--- config.mk ---
export PLATFORM = sky130hd
export DESIGN_NAME = hh_spike_detector
export DESIGN_NICKNAME = d
export VERILOG_FILES = /design/src/rtl/hh_spike_detector.sv
export SDC_FILE = /design/constraint.sdc
export NUM_CORES = 1
export LEC_CHECK = 0
export ABC_AREA = 0
export BUFFER_PORTS_ARGS = -buffer_cell sky130_fd_sc_hd__buf_2
export CORE_ASPECT_RATIO = 1.5
export CORE_UTILIZATION = 57
export CTS_CLUSTER_DIAMETER = 40
export DETAILED_ROUTE_END_ITERATION = 6
export PLACE_DENSITY = 0.78
export SYNTH_ARGS = -nofsm -noshare
export SYNTH_HDL_FRONTEND = slang
export SYNTH_SLANG_ARGS = --single-unit
--- constraint.sdc ---
create_clock -name clk -period 4.2 [get_ports clk]
set_clock_uncertainty 0.15 [all_clocks]
set_input_delay 0 -clock clk [delete_from_list [all_inputs] [get_ports clk]]
set_output_delay 0 -clock clk [all_outputs]
set_load 0.05 [all_outputs]
--- src/rtl/hh_spike_detector.sv ---
// Spike detector for the linear Hodgkin-Huxley neuron core.
// It watches the signed membrane-potential sample stream for upward threshold
// crossings. After each spike it ignores a refractory run of samples, then
// waits for the potential to fall below threshold - hyst before it re-arms.
// Each spike is emitted as a valid/ready event that carries a sequence number
// and the inter-spike interval, measured in samples.
module hh_spike_detector #(
    parameter int V_W   = 16,
    parameter int ISI_W = 16,
    parameter int SEQ_W = 16,
    parameter int REF_W = 8
) (
    input  logic             clk,
    input  logic             reset,
    input  logic [V_W-1:0]   v_in,
    input  logic             v_valid,
    input  logic [V_W-1:0]   threshold,
    input  logic [V_W-1:0]   hyst,
    input  logic [REF_W-1:0] refrac,
    output logic             spike_valid,
    input  logic             spike_ready,
    output logic [ISI_W-1:0] spike_isi,
    output logic [SEQ_W-1:0] spike_seq,
    output logic             spike_pulse,
    output logic             overflow,
    output logic             armed
);

    typedef enum logic [1:0] {
        ST_ARMED  = 2'd0,
        ST_REFRAC = 2'd1,
        ST_WAIT   = 2'd2
    } state_t;

    state_t             state_q, state_d;
    logic [REF_W-1:0]   ref_cnt_q, ref_cnt_d;
    logic [ISI_W-1:0]   isi_cnt_q, isi_cnt_d;
    logic [SEQ_W-1:0]   seq_cnt_q, seq_cnt_d;
    logic               spike_valid_q, spike_valid_d;
    logic [ISI_W-1:0]   spike_isi_q, spike_isi_d;
    logic [SEQ_W-1:0]   spike_seq_q, spike_seq_d;
    logic               spike_pulse_q, spike_pulse_d;
    logic               overflow_q, overflow_d;
    logic               armed_q, armed_d;

    logic signed [V_W:0] rearm_level_s;
    logic signed [V_W:0] v_ext_s;
    logic [ISI_W-1:0]    isi_inc_s;
    logic [SEQ_W-1:0]    seq_inc_s;
    logic                spike_s;
    logic                load_s;

    // Next-state logic for the detector FSM, the counters and the event register.
    always_comb begin
        // The re-arm level is one bit wider than a sample, so threshold - hyst never wraps.
        rearm_level_s = $signed({threshold[V_W-1], threshold}) - $signed({1'b0, hyst});
        v_ext_s       = $signed({v_in[V_W-1], v_in});
        isi_inc_s     = (isi_cnt_q == {ISI_W{1'b1}}) ? isi_cnt_q : isi_cnt_q + {{(ISI_W-1){1'b0}}, 1'b1};
        seq_inc_s     = seq_cnt_q + {{(SEQ_W-1){1'b0}}, 1'b1};
        spike_s       = v_valid && (state_q == ST_ARMED) && ($signed(v_in) >= $signed(threshold));
        load_s        = spike_s && (!spike_valid_q || spike_ready);

        state_d   = state_q;
        ref_cnt_d = ref_cnt_q;
        case (state_q)
            ST_ARMED: begin
                if (spike_s) begin
                    if (refrac == {REF_W{1'b0}}) begin
                        state_d = ST_WAIT;
                    end else begin
                        state_d   = ST_REFRAC;
                        ref_cnt_d = refrac;
                    end
                end else begin
                    state_d = ST_ARMED;
                end
            end
            ST_REFRAC: begin
                if (v_valid) begin
                    if (ref_cnt_q <= {{(REF_W-1){1'b0}}, 1'b1}) begin
                        state_d   = ST_WAIT;
                        ref_cnt_d = {REF_W{1'b0}};
                    end else begin
                        ref_cnt_d = ref_cnt_q - {{(REF_W-1){1'b0}}, 1'b1};
                    end
                end else begin
                    ref_cnt_d = ref_cnt_q;
                end
            end
            ST_WAIT: begin
                if (v_valid && (v_ext_s < rearm_level_s)) begin
                    state_d = ST_ARMED;
                end else begin
                    state_d = ST_WAIT;
                end
            end
            default: begin
                state_d   = ST_ARMED;
                ref_cnt_d = {REF_W{1'b0}};
            end
        endcase

        // The interval counter restarts on every spike, including spikes whose event is dropped.
        if (v_valid) begin
            isi_cnt_d = spike_s ? {ISI_W{1'b0}} : isi_inc_s;
        end else begin
            isi_cnt_d = isi_cnt_q;
        end
        seq_cnt_d = spike_s ? seq_inc_s : seq_cnt_q;

        if (load_s) begin
            spike_valid_d = 1'b1;
            spike_isi_d   = isi_inc_s;
            spike_seq_d   = seq_inc_s;
        end else if (spike_ready) begin
            spike_valid_d = 1'b0;
            spike_isi_d   = spike_isi_q;
            spike_seq_d   = spike_seq_q;
        end else begin
            spike_valid_d = spike_valid_q;
            spike_isi_d   = spike_isi_q;
            spike_seq_d   = spike_seq_q;
        end

        overflow_d    = overflow_q | (spike_s && spike_valid_q && !spike_ready);
        spike_pulse_d = spike_s;
        armed_d       = (state_d == ST_ARMED);
    end

    // State and output registers; reset discards any held event.
    always_ff @(posedge clk) begin
        if (reset) begin
            state_q       <= ST_ARMED;
            ref_cnt_q     <= {REF_W{1'b0}};
            isi_cnt_q     <= {ISI_W{1'b0}};
            seq_cnt_q     <= {SEQ_W{1'b0}};
            spike_valid_q <= 1'b0;
            spike_isi_q   <= {ISI_W{1'b0}};
            spike_seq_q   <= {SEQ_W{1'b0}};
            spike_pulse_q <= 1'b0;
            overflow_q    <= 1'b0;
            armed_q       <= 1'b1;
        end else begin
            state_q       <= state_d;
            ref_cnt_q     <= ref_cnt_d;
            isi_cnt_q     <= isi_cnt_d;
            seq_cnt_q     <= seq_cnt_d;
            spike_valid_q <= spike_valid_d;
            spike_isi_q   <= spike_isi_d;
            spike_seq_q   <= spike_seq_d;
            spike_pulse_q <= spike_pulse_d;
            overflow_q    <= overflow_d;
            armed_q       <= armed_d;
        end
    end

    assign spike_valid = spike_valid_q;
    assign spike_isi   = spike_isi_q;
    assign spike_seq   = spike_seq_q;
    assign spike_pulse = spike_pulse_q;
    assign overflow    = overflow_q;
    assign armed       = armed_q;

endmodule

==> flow_summary.json, run 1 <==
{
  "synth_top_area_cell": "dfxtp_1",
  "critPathKind": "in2reg",
  "dr.pass1.iters": 7,
  "synth_edf_count": 0,
  "layout_min_cycle_time_ps": 3480,
  "dpl_cell_area_um2": 5810,
  "fmax_ghz": 0.287,
  "cts_setup_buffers": 0,
  "synth.area.top_cells": "dfxtp_1 30%, ha_1 12%, nor2_1 4.7%",
  "cts-resized-gates": 0,
  "start_util_pct": 59.2,
  "cts_hold_buf": 5,
  "diodes": 0,
  "via_per_inst": 5.94,
  "grt_setup_unrepaired": "no",
  "grt_use_total_pct": 26.3,
  "slew_headroom_pct": 29.6,
  "finalSetupTns_ps": 0,
  "clk_latency_ps": 330,
  "power_density_nw_per_um2": 383,
  "crit_required_ps": 4270,
  "syn-num-nets": 757,
  "r2r_slack_ps": 1590,
  "fin_hold_ws_ps": -8.21,
  "synth_cell_types": 68,
  "clk_root_buffer_cell": "clkbuf_16",
  "yosys_warnings": 0,
  "port_buffers": 95,
  "endpoint_kind": "flop",
  "violations": "negative hold slack",
  "fin_area_um2": 6200,
  "slew_viol_final": 0,
  "ant_nets": 0,
  "routabilityCongestion": 0.866,
  "startpoint": "threshold[0]",
  "syn_area_per_cell_um2": 8.21,
  "async_flop_share_pct": 0,
  "mostFrequentLayoutCell": "buf_2",
  "report.final.setup_viol": 0,
  "area_growth_pct": 17.3,
  "drive_above_1_share_pct": 19.3,
  "layout_common_cells": "95 x buf_2, 78 x dfxtp_1, 66 x nor2_1",
  "cts_buffer_depth": 2,
  "critPathMaxFanout": 2,
  "die_w_um": 80.6,
  "min_path_type": "in2reg",
  "synth_cells": 644,
  "numCtsBuffers": 9,
  "avgRoutedWirePerCell_um": 14.5,
  "core_area_um2": 8930,
  "synthesis.area_um2": 5290,
  "grt_pass1_vias": 4829,
  "hpwlAfterDp_um": 9190,
  "power_w": 0.00237,
  "worst_pin_slew_ps": 1050,
  "path_clk_slew_ps": 60,
  "antenna_found_initial": 0,
  "outcome": "finished, violations left",
  "ctsHtreeMaxLevel": 3,
  "slowest_delay_ps": 500,
  "leakage_nw": 2.69,
  "vias": 5027,
  "r2r-start": "state_q[0]$_SDFF_PP0_",
  "r2r.worst_path.cells": 5,
  "post-place-cells": 826,
  "critPathArrivalTime_ps": 3550,
  "synth_top_area_share_pct": 29.5,
  "r2r-end": "seq_cnt_q[4]$_SDFFE_PP0P_",
  "die_h_um": 120,
  "die-area_um2": 9670,
  "io-pin-count": 96,
  "ys_ff_latch": 78,
  "grt_max_degree": 71,
  "synth-main-ff-cell": "dfxtp_1",
  "num_rows": 42,
  "grt_first_pass_wirelength_um": 20400,
  "wl_um": 12300,
  "drc": 0,
  "peakVddDrop_mv": 0.306,
  "worstSetupEndpoint": "armed$_SDFF_PP1_",
  "seq_area_frac_synth_pct": 29.5,
  "drt-initial-drc-count": 310,
  "path_cells": "buf_2 > inv_1 > ha_1 > fa_1 > nor2b_1 > o21a_1 > o21ai_0 > a21o_1 > or3_1 > and3_1 > xor2_1 > ha_1 > nand4_1 > or4_1 > a31oi_1 > or3_1 > nand4b_1 > a31o_2",
  "final-hold-violation-count": 1,
  "slowest_stage": "or4_1",
  "cts_tree": "done",
  "fin_crit_sh_pct": 82.9,
  "grt-ovfl-total": 0,
  "final_nets": 845,
  "worst_setup_path_start_kind": "primary input",
  "final_cells": 846,
  "maxCapViolations": 0,
  "cts_num_sinks": 78
}
[layer usage]
metal | GRT usage [%] | routed length [um] | up-vias
li1 | - | - | 2521
met1 | 28.0 | 4850 | 2336
met2 | 48.7 | 6600 | 147
met3 | 5.02 | 525 | 23
met4 | 11.7 | 294 | 0
met5 | 0 | 0 | -
[kinds of logic after synthesis]
group	Yosys count	share of synthesized area (%)
xor gates and xnor gates	48	7.95
buffers and inverters	76	5.80
and+or+nand+nor	220	21.4
adders and majority gates	53	12.7
AOI/OAI and AO/OA	164	21.6
DFF	78	29.5
muxes	5	0.970
[flip-flops by register name (all words and copies together), names as in the netlist]
signal,flops
seq_cnt_q,16
armed,1
spike_valid,1
overflow,1
spike_seq,16
spike_isi,16
isi_cnt_q,16
ref_cnt_q,8
spike_pulse,1
state_q,2
[critical path, delay by kind of cell]
kind	cells	cell delay (ps)
AO/OA/AOI/OAI	5	860
AND/OR/NAND/NOR	7	1490
adder cells (fa/ha/maj)	3	920
XOR/XNOR	1	140
buffers and inverters	2	130
[layout make-up]
cell class / instances / area [um2]
Clock buffer: 11 / 243
Clock inverter: 4 / 95.1
Fill cell: 742 / 2740
Inverter: 48 / 180
Multi-Input combinational cell: 490 / 3420
Sequential cell: 78 / 1560
Tap cell: 110 / 138
Timing Repair Buffer: 105 / 563
[synthesized netlist by cell type, drive strengths merged (3+ instances only)]
| master | number |
|---|---|
| and3 | 14 |
| o21a | 9 |
| nand4 | 11 |
| xor2 | 24 |
| a21oi | 44 |
| nand2 | 38 |
| a211oi | 27 |
| a21boi | 4 |
| clkbuf | 14 |
| nor2 | 66 |
| o21ai | 22 |
| a222oi | 5 |
| a21o | 6 |
| nand3 | 31 |
| nor3b | 3 |
| ha | 52 |
| or3 | 6 |
| o211ai | 6 |
| a311oi | 8 |
| nor4 | 6 |
| xnor2 | 24 |
| mux2i | 4 |
| dfxtp | 78 |
| a31oi | 3 |
| or4 | 4 |
| nand3b | 3 |
| nor2b | 4 |
| nand2b | 9 |
| o31ai | 3 |
| or2 | 5 |
| a31o | 9 |
| inv | 47 |
| buf | 14 |
| nor3 | 16 |
[where the power goes]
group	internal [W]	leakage (nW)	total [W]	switching, W
logic	0.000244	1.89	0.000668	0.000424
registers	0.000792	0.635	0.000826	0.0000333
clock network	0.000592	0.166	0.000878	0.000286
total	0.00163	2.69	0.00237	0.000744
[worst min-delay path by stage]
stage	from	end	slack [ps]	depth (start not counted)
2_1_floorplan	spike_ready	spike_valid$_SDFFE_PP0P_	50	3
5_1_grt	refrac[1]	ref_cnt_q[1]$_SDFFE_PP0P_	20	3
4_1_cts	refrac[3]	ref_cnt_q[3]$_SDFFE_PP0P_	5	3
3_5_place_dp	spike_ready	spike_valid$_SDFFE_PP0P_	210	4
3_3_place_gp	spike_ready	spike_valid$_SDFFE_PP0P_	200	4
6_report	refrac[3]	ref_cnt_q[3]$_SDFFE_PP0P_	-8	3
[stage by stage]
step           utilization (%)  setup slack (ps)
3_5_place_dp              65.0               369
5_1_grt                   69.4               441
6_report                  69.4               720
3_3_place_gp              65.0               425
4_1_cts                   69.4               709
2_1_floorplan                -               705
(Power assumes the default switching activity.)
==> inputs of run 2 (changes only) <==
--- a/config.mk
+++ b/config.mk
@@ -5,13 +5,13 @@
 export SDC_FILE = /design/constraint.sdc
 export NUM_CORES = 1
 export LEC_CHECK = 0
-export ABC_AREA = 0
+export ABC_AREA = 1
 export BUFFER_PORTS_ARGS = -buffer_cell sky130_fd_sc_hd__buf_2
 export CORE_ASPECT_RATIO = 1.5
-export CORE_UTILIZATION = 57
+export CORE_UTILIZATION = 52
 export CTS_CLUSTER_DIAMETER = 40
 export DETAILED_ROUTE_END_ITERATION = 6
-export PLACE_DENSITY = 0.78
+export PLACE_DENSITY = 0.75
 export SYNTH_ARGS = -nofsm -noshare
 export SYNTH_HDL_FRONTEND = slang
 export SYNTH_SLANG_ARGS = --single-unit
==> constraint.sdc (replaced) <==
create_clock -name clk -period 3.02 [get_ports clk]
set_clock_uncertainty 0.15 [all_clocks]
set_input_delay 0 -clock clk [delete_from_list [all_inputs] [get_ports clk]]
set_output_delay 0 -clock clk [all_outputs]
set_load 0.05 [all_outputs]
==> flow_summary.json, run 2 <==
{
  "critPathMaxFanout": 4,
  "finalSetupTns_ps": 0,
  "outcome": "finished clean",
  "synth_cells": 875,
  "numCtsBuffers": 9,
  "drive_above_1_share_pct": 16.2,
  "syn_area_per_cell_um2": 6.43,
  "worst_setup_path_start_kind": "primary input",
  "layout_common_cells": "207 x nand2_1, 134 x inv_1, 118 x nor2_1",
  "path_clk_slew_ps": 50,
  "vias": 5673,
  "peakVddDrop_mv": 0.391,
  "synth_top_area_cell": "dfxtp_1",
  "report.final.setup_viol": 0,
  "critPathKind": "in2reg",
  "antenna_found_initial": 0,
  "critPathArrivalTime_ps": 2850,
  "power_density_nw_per_um2": 503,
  "clk_latency_ps": 330,
  "grt_use_total_pct": 26.0,
  "post-place-cells": 1110,
  "num_rows": 46,
  "grt_pass1_vias": 5424,
  "clk_root_buffer_cell": "clkbuf_16",
  "slew_headroom_pct": 67.9,
  "syn-num-nets": 988,
  "synthesis.area_um2": 5630,
  "fin_ws_ps": 227,
  "grt_max_degree": 41,
  "clkPwrFrac_pct": 28.4,
  "p_comb_share_pct": 36.0,
  "io-pin-count": 96,
  "die_h_um": 129,
  "synth_edf_count": 0,
  "power_frac_seq_pct": 35.5,
  "drt-initial-drc-count": 216,
  "die-area_um2": 11200,
  "worst_pin_slew_ps": 478,
  "final-hold-violation-count": 0,
  "synth.most_common_cell": "nand2_1",
  "grt-ovfl-total": 0,
  "drc": 0,
  "async_flop_share_pct": 0,
  "leakage_nw": 3.47,
  "fin_crit_sh_pct": 92.5,
  "yosys_warnings": 0,
  "wl_um": 14200,
  "p_switching_w": 0.00126,
  "power_w": 0.00340,
  "cts_buffer_depth": 2,
  "final_nets": 1102,
  "core_area_um2": 10500,
  "synth-main-ff-cell": "dfxtp_1",
  "min_path_type": "in2reg",
  "avgRoutedWirePerCell_um": 12.5,
  "synth_top_area_share_pct": 27.8,
  "endpoint_kind": "flop",
  "synth_cell_types": 36,
  "ys_ff_latch": 78,
  "ctsHtreeMaxLevel": 3,
  "yosys-top-cells-count": "210 x nand2_1, 135 x inv_1, 121 x nor2_1",
  "mostFrequentLayoutCell": "nand2_1",
  "slew_viol_final": 0,
  "port_buffers": 95,
  "seq_area_frac_synth_pct": 27.8,
  "maxCapViolations": 0,
  "cts_tree": "done",
  "diodes": 0,
  "start_util_pct": 53.4,
  "routabilityCongestion": 0.921,
  "area_growth_pct": 19.9,
  "via_per_inst": 4.99,
  "die_w_um": 86.9,
  "grt_first_pass_wirelength_um": 23200,
  "dr.pass1.iters": 4,
  "synth.area.top_cells": "dfxtp_1 28%, nand2_1 14%, ha_1 12%",
  "p_int_w": 0.00213,
  "p_sw_share_pct": 37.2,
  "ant_nets": 0,
  "layout_min_cycle_time_ps": 2790,
  "cts_num_sinks": 78,
  "hpwlAfterDp_um": 10900,
  "fmax_ghz": 0.358,
  "crit_required_ps": 3070,
  "final_cells": 1137,
  "pre_cts_slack_ps": -331
}
run 2: changes by cell type in the layout (fill, tap and decap cells not counted), sizes merged, moves of 22 or more:
cell,before,now
nand2,38,211
nor2,66,126
o21ai,22,52
inv,47,136
a21oi,44,66
a211oi,27,0
run 2: worst paths after layout:
check | depth (start not counted) | from | end | slack, ps
hold / removal | 4 | reset | armed$_SDFF_PP1_ | 40
setup reg to reg | 10 | isi_cnt_q[1]$_SDFFE_PP0P_ | spike_isi[1]$_SDFFE_PP0P_ | 910
hold reg to reg | 2 | isi_cnt_q[7]$_SDFFE_PP0P_ | isi_cnt_q[7]$_SDFFE_PP0P_ | 310
setup / recovery | 25 | threshold[0] | armed$_SDFF_PP1_ | 230
run 2: kinds of logic after synthesis:
logic type,count (synthesis),share of synthesized area [%]
AOI/OAI and AO/OA,129,12.0
buffers and inverters,160,11.5
and+or+nand+nor,416,30.8
DFF,78,27.8
adders and majority gates,53,11.9
xor gates and xnor gates,39,6.07
run 2: per-stage QoR:
stage | instance area [um2] | hold WS (ps) | util [%]
global placement | 6310 | 179 | 59.9
detailed placement | 6310 | 176 | 59.9
floorplan | 5630 | 63.3 | -
global route | 6750 | 63.1 | 64.1
finish | 6750 | 40.4 | 64.1
CTS | 6680 | 36.6 | 63.4
run 2: routing by layer:
layer / vias up / track usage, % / share of wire, %
met5: - / 0 / 0
met4: 0 / 13.8 / 3.8
met3: 37 / 2.99 / 3.1
met2: 124 / 50.6 / 54
met1: 2519 / 26.4 / 39
li1: 2993 / - / -
run 2: timing repair:
item | 4_1_cts | 5_1_grt
setup buffers | 0 | 2
resized for setup | 0 | 17
endpoints found under the hold margin | 20 | 0
hold buffers | 10 | 0
endpoints found under the setup margin | 0 | 2
run 2: layout make-up:
cell class | instances | area [um2]
fillers | 1027 | 3790
repair buffers | 127 | 753
multi-input cells | 637 | 3470
inverters | 136 | 510
clock inverters | 4 | 23.8
clock buffers | 11 | 243
well taps | 144 | 180
flip-flops and latches | 78 | 1560
run 2: power groups by stage:
stage                     combinational [W]  sequential (W)  clock [W]
final                               0.00122         0.00121   0.000965
after floorplan                    0.000696         0.00142          0
after CTS                           0.00120         0.00121   0.000982
after detailed placement            0.00118         0.00123          0
after global placement              0.00118         0.00123          0
after global routing                0.00138         0.00122    0.00103
run 2: worst max-delay path, stage by stage:
cell	delay, ps
buf_2	90
inv_1	40
ha_2	190
fa_2	360
nand3b_1	190
nand2_1	110
nand2_2	50
nand2_1	80
nand2_2	100
o21ai_4	220
nand3_2	80
nand2_1	80
xor2_1	150
ha_1	270
nand2_1	80
nor2_2	40
buf_4	130
a21oi_1	140
nand4_1	100
nand3_1	90
nand2_1	70
nand2_2	60
nor2_1	40
nand2_1	50
nand2_1	40
